==> src/rtl/uart.sv <==
// Transmit-only 8N1 UART serializer with an internal bit-rate counter.
// Bit timing restarts at frame acceptance, so every bit is exactly
// BIT_CYCLES clocks wide regardless of when start arrives.
//
// state | meaning
// IDLE  | line high, waiting for start
// START | start bit (tx=0) for BIT_CYCLES clocks
// DATA  | eight data bits, LSB first, BIT_CYCLES clocks each
// STOP  | stop bit (tx=1); tx_done pulses as it completes
module uart #(
  parameter int CLK_FREQ   = 100_000_000,
  parameter int BAUD       = 9600,
  parameter int BIT_CYCLES = CLK_FREQ / BAUD
) (
  input  logic       clk,
  input  logic       reset,
  input  logic       start,
  input  logic [7:0] tx_data,
  output logic       tx,
  output logic       tx_busy,
  output logic       tx_done
);

  localparam int CW = (BIT_CYCLES > 2) ? $clog2(BIT_CYCLES) : 1;
  localparam logic [CW-1:0] LAST_CYC = CW'(BIT_CYCLES - 1);

  typedef enum logic [1:0] {IDLE, START, DATA, STOP} state_t;

  state_t        state;
  logic [CW-1:0] cyc_cnt;
  logic [2:0]    bit_idx;
  logic [7:0]    shreg;
  logic          bit_end;

  // last clock of the current bit period
  assign bit_end = (cyc_cnt == LAST_CYC);

  // frame sequencer; tx is always taken from a register so the line never glitches
  always_ff @(posedge clk or negedge reset) begin
    if (!reset) begin
      state   <= IDLE;
      cyc_cnt <= '0;
      bit_idx <= '0;
      shreg   <= '0;
      tx      <= 1'b1;
      tx_busy <= 1'b0;
      tx_done <= 1'b0;
    end else begin
      tx_done <= 1'b0;
      case (state)
        IDLE: begin
          tx      <= 1'b1;
          tx_busy <= 1'b0;
          if (start) begin
            shreg   <= tx_data;
            cyc_cnt <= '0;
            bit_idx <= '0;
            tx      <= 1'b0;
            tx_busy <= 1'b1;
            state   <= START;
          end
        end
        START: begin
          if (bit_end) begin
            cyc_cnt <= '0;
            bit_idx <= '0;
            tx      <= shreg[0];
            state   <= DATA;
          end else begin
            cyc_cnt <= cyc_cnt + CW'(1);
          end
        end
        DATA: begin
          if (bit_end) begin
            cyc_cnt <= '0;
            if (bit_idx == 3'd7) begin
              tx    <= 1'b1;
              state <= STOP;
            end else begin
              bit_idx <= bit_idx + 3'd1;
              tx      <= shreg[bit_idx + 3'd1];
            end
          end else begin
            cyc_cnt <= cyc_cnt + CW'(1);
          end
        end
        STOP: begin
          if (bit_end) begin
            cyc_cnt <= '0;
            tx_done <= 1'b1;
            tx_busy <= 1'b0;
            state   <= IDLE;
          end else begin
            cyc_cnt <= cyc_cnt + CW'(1);
          end
        end
        default: begin
          tx      <= 1'b1;
          tx_busy <= 1'b0;
          state   <= IDLE;
        end
      endcase
    end
  end

endmodule

==> config.mk <==
export PLATFORM = sky130hd
export DESIGN_NAME = uart
export DESIGN_NICKNAME = d
export VERILOG_FILES = /design/src/rtl/uart.sv
export SDC_FILE = /design/constraint.sdc
export NUM_CORES = 1
export LEC_CHECK = 0
export ABC_AREA = 1
export CAP_MARGIN = 20
export CORE_MARGIN = 1
export CORE_UTILIZATION = 45
export DETAILED_ROUTE_END_ITERATION = 10
export PLACE_DENSITY_LB_ADDON = 0.2
export SLEW_MARGIN = 40
export SYNTH_ARGS = -nofsm -noshare
export SYNTH_HDL_FRONTEND = slang
export SYNTH_SLANG_ARGS = --single-unit
==> constraint.sdc <==
create_clock -name clk -period 1.5 [get_ports clk]
set_clock_uncertainty 0.2 [all_clocks]
set_input_delay 0.15 -clock clk [delete_from_list [all_inputs] [get_ports clk]]
set_output_delay 0.15 -clock clk [all_outputs]
set_load 0.02 [all_outputs]
### Word level (Yosys, flattened, before mapping)

Index checks and enable logic that the tools add are counted.

| operators by class | value |
|---|---|
| $add $sub $neg | 2 |
| order comparisons | 1 |
| equal/unequal tests | 11 |
| muxes and demuxes | 26 |
| reduce and logical (&&, ||, !) cells | 9 |

Operators with widths:

| operator | count |
|---|---|
| 14-bit 2-to-1 mux | 2 |
| 14-bit one-hot mux with 2 select lines | 1 |
| 14-bit by 1-bit adder with 14-bit output, second input constant | 1 |
| 14-bit equality test, second input constant | 1 |
| 3-bit 2-to-1 mux | 4 |
| 2-bit inequality test, second input constant | 6 |
| 2-bit 2-to-1 mux | 5 |
| 5-bit AND reduction | 2 |
| 1-bit 2-to-1 mux | 9 |
| 3-bit one-hot mux with 3 select lines | 1 |
| 2-bit one-hot mux with 4 select lines | 1 |
| 2-bit equality test, second input constant | 2 |
| 3-bit by 4-bit less-than comparator with 1-bit output, second input constant | 1 |
| 2-bit AND reduction | 2 |
| 3-bit by 1-bit adder with 3-bit output, second input constant | 1 |
| 1-bit binary-select mux with 3-bit select | 1 |
| 3-bit equality test, second input constant | 1 |
| 1-bit one-hot mux with 3 select lines | 1 |
| 3-bit AND reduction | 1 |
| 3-bit nonzero test | 1 |
| 3-bit OR reduction | 1 |
| 2-bit by 1-bit equality test with 1-bit output, second input constant | 1 |
| 2-bit zero test | 1 |
| 1-bit one-hot mux with 2 select lines | 1 |
| 2-bit nonzero test | 1 |

| word-level totals | value |
|---|---|
| bits in registers | 30 |
| bits of input ports | 11 |
| output and inout bits | 3 |
| logic and storage cells | 56 |

### Logic depth before layout (Yosys ltp)

Gate-level depths: netlist of run 1.

| depth | value |
|---|---|
| depth after elaboration | 6 |
| gate-level depth with buffers | 10 |
| depth with buffers taken out | 10 |

### Worst setup path after synthesis of run 1

OpenSTA, ideal clock, no wires.

| timing path | value |
|---|---|
| path kind | register to register |
| from | register bit_idx[0] |
| to | register state[0] |
| library setup time | 0.076 ns |
| data arrival time | 1.286 ns |
| data required time | 1.224 ns |
| path slack | -0.062 ns |
| stages on the path, launching flop included | 7 |
| buffers on the path | 0 |
| clock period less this slack | 1.562 ns |
| path through | dfrtp_1 ha_1 ha_1 or2_2 nand3_2 nand2_1 o21ai_1 |

| on the way | value |
|---|---|
| cells in the longest elaborated chain, start to end | 3 |

Ends and longest elaborated chain:

| element | RTL line | source |
|---|---|---|
| start, declared | 31 | `logic [2:0] bit_idx;` |
| start signal, assigned | 80 | `bit_idx <= bit_idx + 3'd1;` |
| 3-bit equality test | 76 | `if (bit_idx == 3'd7) begin` |
| 2-bit inequality test (no source line) | -- |  |
| 5-bit AND reduction (no source line) | -- |  |
| end signal, assigned | 68 | `state <= DATA;` |
| end signal, assigned | 78 | `state <= STOP;` |
| end signal, assigned | 92 | `state <= IDLE;` |
| end, declared | 29 | `state_t state;` |

Every way passes these cells.
A chain may end at the register's enable or synchronous reset.

### Final worst setup path of run 1

| timing path | value |
|---|---|
| from | register cyc_cnt[6] |
| to | register state[0] |

| on the way | value |
|---|---|
| cells in the longest elaborated chain, start to end | 3 |
| elaborated cells between the ends (all ways) | 5 |
| those cells by class | eq/ne (4); reduce/logical (1) |

Ends and longest elaborated chain:

| element | RTL line | source |
|---|---|---|
| start, declared | 30 | `logic [CW-1:0] cyc_cnt;` |
| start signal, assigned | 70 | `cyc_cnt <= cyc_cnt + CW'(1);` |
| start signal, assigned | 84 | `cyc_cnt <= cyc_cnt + CW'(1);` |
| start signal, assigned | 94 | `cyc_cnt <= cyc_cnt + CW'(1);` |
| 14-bit equality test * | 36 | `assign bit_end = (cyc_cnt == LAST_CYC);` |
| 2-bit inequality test (no source line) | -- |  |
| 5-bit AND reduction (no source line) * | -- |  |
| end signal, assigned | 41 | `state <= IDLE;` |
| end signal, assigned | 60 | `state <= START;` |
| end signal, assigned | 68 |  |

Mark *: on every way between the ends. The rest lies on a longest branch, timed or not.

==> run summary, run 1 <==
Cell variety after synth: 26
Comb pwr share: 60.7%
DRT iter0 DRCs: 122
Violated checks: negative setup slack
Syn Area/Cell: 7.677 sq um
Final Setup Violations: 17
Pwr/cell area: 1737 mW/mm^2
Non-filler instance count after layout: 324
Height of the die: 63.40 um
Die area: 0.004020 sq mm
Num ports: 14
Slew Limit Fails: 0
Starting Density: 48.92%
Die X: 63.40 um
Mapped Nets: 239
Tightest Pin Transition: 335.5 ps
Flop pwr share: 25.0%
Ys async rst share: 100.0%
Crit end category: flop
First-pass GRT wire length: 7.617 mm
Crit path kind: reg -> reg
Core Rows: 21
Num CTS Buffers: 5
Drt pass-1 iters: 4
Vias per Instance: 5.503
Area share of the largest cell type after synthesis: 42.77%
DP Cell Count: 307
Min cycle time layout: 1629 ps
Int Pwr: 2.685 mW
Final WL: 5.240 mm
Leakage: 1.233 nW
Clk sinks: 30
Sequential share of the synthesized area: 44.32%
Largest net degree at the start of global routing: 31
Core Util, Final: 79.83%
Post-Synthesis Cells: 221
Count leader, synth: nand2_1
ANT cells: 0
Worst Setup Start Kind: flop
Vias: 1783
Max frequency: 613.7 MHz
Post-synth top flop: dfrtp_1
RePlAce Congestion: 0.8596
GR Util All Layers: 25.08%
Vias in the first global route: 1706
Share of layout cells above drive strength 1: 47.48%
Remaining antenna violation count: 0
Latest clock arrival within the worst-skew pair: 290 ps
Post-DP HPWL: 2.782 mm
Clock transition at the registers of the reported paths: 70 ps
RSZ-0062 raised after global routing: true
Mapped Area: 0.001697 sq mm
Synth-to-layout area growth: 63.20%
CP Max Fanout: 5
Status: finished, violations left
Core Footprint: 0.003468 sq mm
Switching share of total power: 44.18%
Filler cells: 208
Max Cap Viol: 0
Synth Register Bits: 30
Slew headroom: 77.56%
WP data required: 1460 ps
Net switching power: 2.125 mW
Pwr Total: 4.809 mW
Arrival time worst endpoint: 1590 ps
Clock Tree Buf Depth: 2
Fin crit share: 108.6%
Final net count: 295
CTS tree: done
Hold-fix buffers, CTS: 0
Final Worst Setup Slack: -129.4 ps
Clock power share: 14.3%
Hold crit path type: in -> async
Buffers on Ports: 13
CTS H-tree depth: 2
Worst vdd ir: 1.011 mV
Syn. warnings: 0
Root Buffer: clkbuf_8
Yosys top cell by area: dfrtp_1
Post-synth EDFFs: 0
Synth top area cells: dfrtp_1 (43%), nand2_1 (14%), inv_1 (6.2%)
Synth top cells by count: nand2_1 (63), dfrtp_1 (29), inv_1 (28)
Routed len/inst: 16.17 um
GRT overflow: 0
# DRC: 0
Final Hold Vio Count: 0
Initial antenna violation count: 0
## critical path, stage by stage (launching register included)
cell and delay [ps]:
dfrtp_1 400, inv_2 150, nand3_2 110, nor2_4 180, nand2_4 110, nand2_4 80
nand3_4 70, nand2_1 90, o21ai_1 100
## power groups by stage
stage                     sequential, mW  combinational (mW)  clock [mW]
final                               1.20                2.92       0.690
after detailed placement            1.17                1.70           0
after global routing                1.22                3.12       0.720
after floorplan                     1.22               0.989           0
after CTS                           1.17                2.17       0.694
after global placement              1.16                1.67           0
## registers in the layout, indices dropped and copies added (netlist names)
register and cells:
tx_busy 1, tx_done 1, cyc_cnt 14, tx 1, state 2, shreg 8, bit_idx 3
## per-stage QoR
stage / worst slack (ps) / instance area (sq um) / TNS (ps) / hold slack, ps
detailed placement: -139.6 / 2147 / -836.8 / 278.3
CTS: -70.04 / 2461 / -195.5 / 48.24
global placement: -96.94 / 2147 / -420.2 / 279.5
global route: -190.4 / 2769 / -2536 / 57.19
finish: -129.4 / 2769 / -1072 / 35.72
floorplan: -29.91 / 1727 / -119.3 / -345.6
## cell usage in the layout, fill, tap and decap left out, types with 5 or more instances in the layout
cell | netlist | routed
nand2_4 | 0 | 6
buf_4 | 0 | 30
a21oi_1 | 9 | 6
ha_4 | 0 | 7
clkdlybuf4s50_1 | 0 | 10
nor2_1 | 21 | 5
nand3_2 | 3 | 8
nand2_2 | 2 | 10
buf_6 | 0 | 5
nand3_1 | 14 | 6
o21ai_1 | 5 | 11
nor2_2 | 1 | 7
inv_2 | 2 | 7
inv_1 | 28 | 18
clkbuf_8 | 0 | 6
nand2_1 | 63 | 46
dfrtp_1 | 29 | 29
nor2_4 | 0 | 10
o21ai_2 | 2 | 7
## metal layers
| metal | up-vias | track usage [%] | wire length (um) |
|---|---|---|---|
| li1 | 826 | - | - |
| met1 | 870 | 30.21 | 2112 |
| met2 | 75 | 41.36 | 2722 |
| met3 | 12 | 7.971 | 281 |
| met4 | 0 | 9.659 | 123 |
| met5 | - | 0 | 0 |
## logic make-up after synthesis
family                   count (synthesis)  synth area share (%)
XOR/XNOR                                 6                 3.097
flip-flops                              30                 44.32
AND/OR/NAND/NOR                        112                 28.91
buffers and inverters                   32                 7.227
adder cells (fa/ha/maj)                  7                 5.162
AO/OA/AOI/OAI                           34                 11.28
## repair_timing
| item | in CTS | in global routing |
|---|---|---|
| pin swaps | 8 | 32 |
| gates resized for setup | 49 | 79 |
| gates cloned | 1 | 0 |
| buffers inserted | 4 | 4 |
| endpoints found under the setup margin | 25 | 29 |
## worst paths after layout
kind,startpoint,end,slack (ps),cells past startpoint
worst max-delay path,cyc_cnt[6],state[0],-130,8
worst min register to register,tx,tx,290,2
max in group asynchronous,reset,tx,820,2
worst min-delay path,reset,cyc_cnt[10],40,2
min in group clk,tx_data[7],shreg[7],240,3
worst max register to register,cyc_cnt[6],state[0],-130,8
## cell type report
class	instances	area [sq um]	share of cell area [%]
clock buffers	7	86.33	3.118
clock inverters	1	5.005	0.1807
inverters	30	130.1	4.700
multi-input cells	159	1261	45.55
flip-flops and latches	30	752.0	27.16
well taps	46	57.56	2.079
repair buffers	51	476.7	17.22
Note: power is estimated with default switching activity, not from simulation.
==> run 2: changes to the inputs <==
CTS_CLUSTER_SIZE = 28   (was unset)
DONT_BUFFER_PORTS = 1   (was unset)
==> run 2 against run 1 <==
Compared with the run above: the run still ends with negative setup slack left; maximum frequency decreased by 3.1%; worst setup slack got worse by 52 ps; sequential share of layout area is 1.5 points higher; global-route usage shrank 1.9 points; final cell count unchanged; routed wire length fell by 11%; die area stayed put; total power down 7.9%; final area decreased by 4.7%; combinational power is 14% lower; critical path depth down 1; largest cell class unchanged; utilization shrank 3.8 points.
==> run summary, run 2 (same netlist as run 1, synthesis figures left out) <==
CTS tree: done
ANT cells: 0
Clock transition at the registers of the reported paths: 70 ps
Fin Hold WS: 112.7 ps
GRT overflow: 0
Finished Cell Area: 0.002638 sq mm
Largest net degree at the start of global routing: 31
Biggest register: cyc_cnt
Drt pass-1 iters: 4
Arrival time worst endpoint: 1720 ps
Final net count: 295
Height of the die: 63.40 um
Crit-path slowest cell: dfrtp_1
Sum Neg Setup Slack: -1023 ps
Final Worst Setup Slack: -180.9 ps
Final Hold Vio Count: 0
GR Util met1: 29.07%
CP Max Fanout: 3
Vias in the first global route: 1626
Worst stage delay on the critical path: 410 ps
Clock power share: 15.3%
Violated checks: negative setup slack
Net switching power: 1.875 mW
FF+latch area: 755.7 sq um
Switching share of total power: 42.35%
Root Buffer: clkbuf_8
Core Footprint: 0.003468 sq mm
Core Rows: 21
Fin crit share: 112.1%
Crit path cell chain: buf_6 > ha_4 > inv_1 > nand3_2 > a21boi_0 > nand2_1 > nand2_1
Vias per Instance: 5.059
Synth-to-layout area growth: 55.46%
RSZ-0062 raised after global routing: true
Max frequency: 594.9 MHz
Global Route met3 Usage: 5.435%
Max Cap Viol: 0
Post-DP HPWL: 2.642 mm
Tightest Pin Transition: 250.7 ps
Crit end category: flop
Starting Density: 48.92%
Final Setup Violations: 24
Num ports: 14
Slew headroom: 83.14%
Most used cell, CP: nand2_1
CTS H-tree depth: 2
Min cycle time layout: 1681 ps
Clk sinks: 30
Clock Tree Buf Depth: 2
Share of layout cells above drive strength 1: 45.32%
DRT iter0 DRCs: 106
Routed len/inst: 14.44 um
Final WL: 4.677 mm
Dpl ws: -115.4 ps
Max reg flops: 14
First-pass GRT wire length: 7.134 mm
Buffers on Ports: 0
GR Util All Layers: 23.20%
Comb pwr share: 56.4%
Remaining antenna violation count: 0
Most common cell after layout, fill and taps aside: nand2_1
RePlAce Congestion: 0.8756
GRT busiest layer: met2
Vias: 1639
Status: finished, violations left
Die area: 0.004020 sq mm
Latest clock arrival within the worst-skew pair: 290 ps
Largest registers: cyc_cnt: 14 flops, shreg: 8 flops, bit_idx: 3 flops
Pwr/cell area: 1679 mW/mm^2
Cell family with most CP delay: flip-flops
Die X: 63.40 um
Crit path kind: reg -> reg
Num CTS Buffers: 5
Multi-input gate area: 0.001150 sq mm
WP data required: 1540 ps
Flop pwr share: 28.3%
# DRC: 0
Worst Setup Start Kind: flop
Filler cells: 242
WP buf/inv: 2
Leakage: 1.181 nW
Hold crit path type: in -> async
Worst vdd ir: 0.8953 mV
Met2 Use GR: 37.37%
Initial antenna violation count: 0
Most frequent cells in the layout: nand2_1 (43), buf_4 (33), dfrtp_1 (26), inv_1 (20), nand2_2 (18)
Slew Limit Fails: 0
Placed Area: 0.001989 sq mm
Int Pwr: 2.553 mW
## run 2: layer usage
layer | routed length, um | vias to the layer above
met5 | 0 | -
met4 | 125 | 0
met3 | 157 | 12
met2 | 2398 | 39
met1 | 1996 | 764
li1 | - | 824
## run 2: area by class of cell
class	count	share of cell area, %
clock buffers	7	3.273
clock inverters	1	0.1898
inverters	30	4.839
multi-input cells	159	43.60
flip-flops and latches	30	28.65
well taps	46	2.182
repair buffers	51	17.27
## run 2: power groups by stage
stage               sequential (mW)  combinational (mW)  clock [mW]
floorplan                      1.22               0.989           0
global placement               1.20                1.56           0
detailed placement             1.21                1.58           0
CTS                            1.23                1.85       0.696
global route                   1.27                2.77       0.724
finish                         1.25                2.50       0.678
## run 2: worst reg2reg max path: cells and delay by family (launching register included)
| kind | cells | cell delay, ps |
|---|---|---|
| flip-flops | 1 | 410 |
| AND/OR/NAND/NOR | 3 | 320 |
| buffers and inverters | 2 | 280 |
| AO/OA/AOI/OAI | 1 | 260 |
| adder cells (fa/ha/maj) | 1 | 170 |
## run 2: timing repair
item	4_1_cts	5_1_grt
setup endpoints to repair	26	29
hold buffers	11	0
pin swaps	10	24
hold endpoints to repair	51	0
buffers inserted	2	10
resized for setup	29	71
gates cloned	0	1
## run 2: final timing paths
path / from / endpoint / slack [ps] / depth (start not counted)
worst max-delay path: state[1] / tx / -180 / 7
worst min-delay path: reset / tx_busy / 110 / 2
worst max register to register: state[1] / tx / -180 / 7
worst min register to register: shreg[4] / shreg[4] / 310 / 2
max in group asynchronous: reset / tx / 760 / 2
min in group clk: shreg[4] / shreg[4] / 310 / 2
## run 2: per-stage QoR
step / instances / utilization [%] / total power [mW]
after detailed placement: 292 / 57.36 / 2.794
after CTS: 313 / 67.14 / 3.771
after floorplan: 221 / - / 2.212
final: 324 / 76.05 / 4.428
after global routing: 324 / 76.05 / 4.766
after global placement: 292 / 57.36 / 2.760
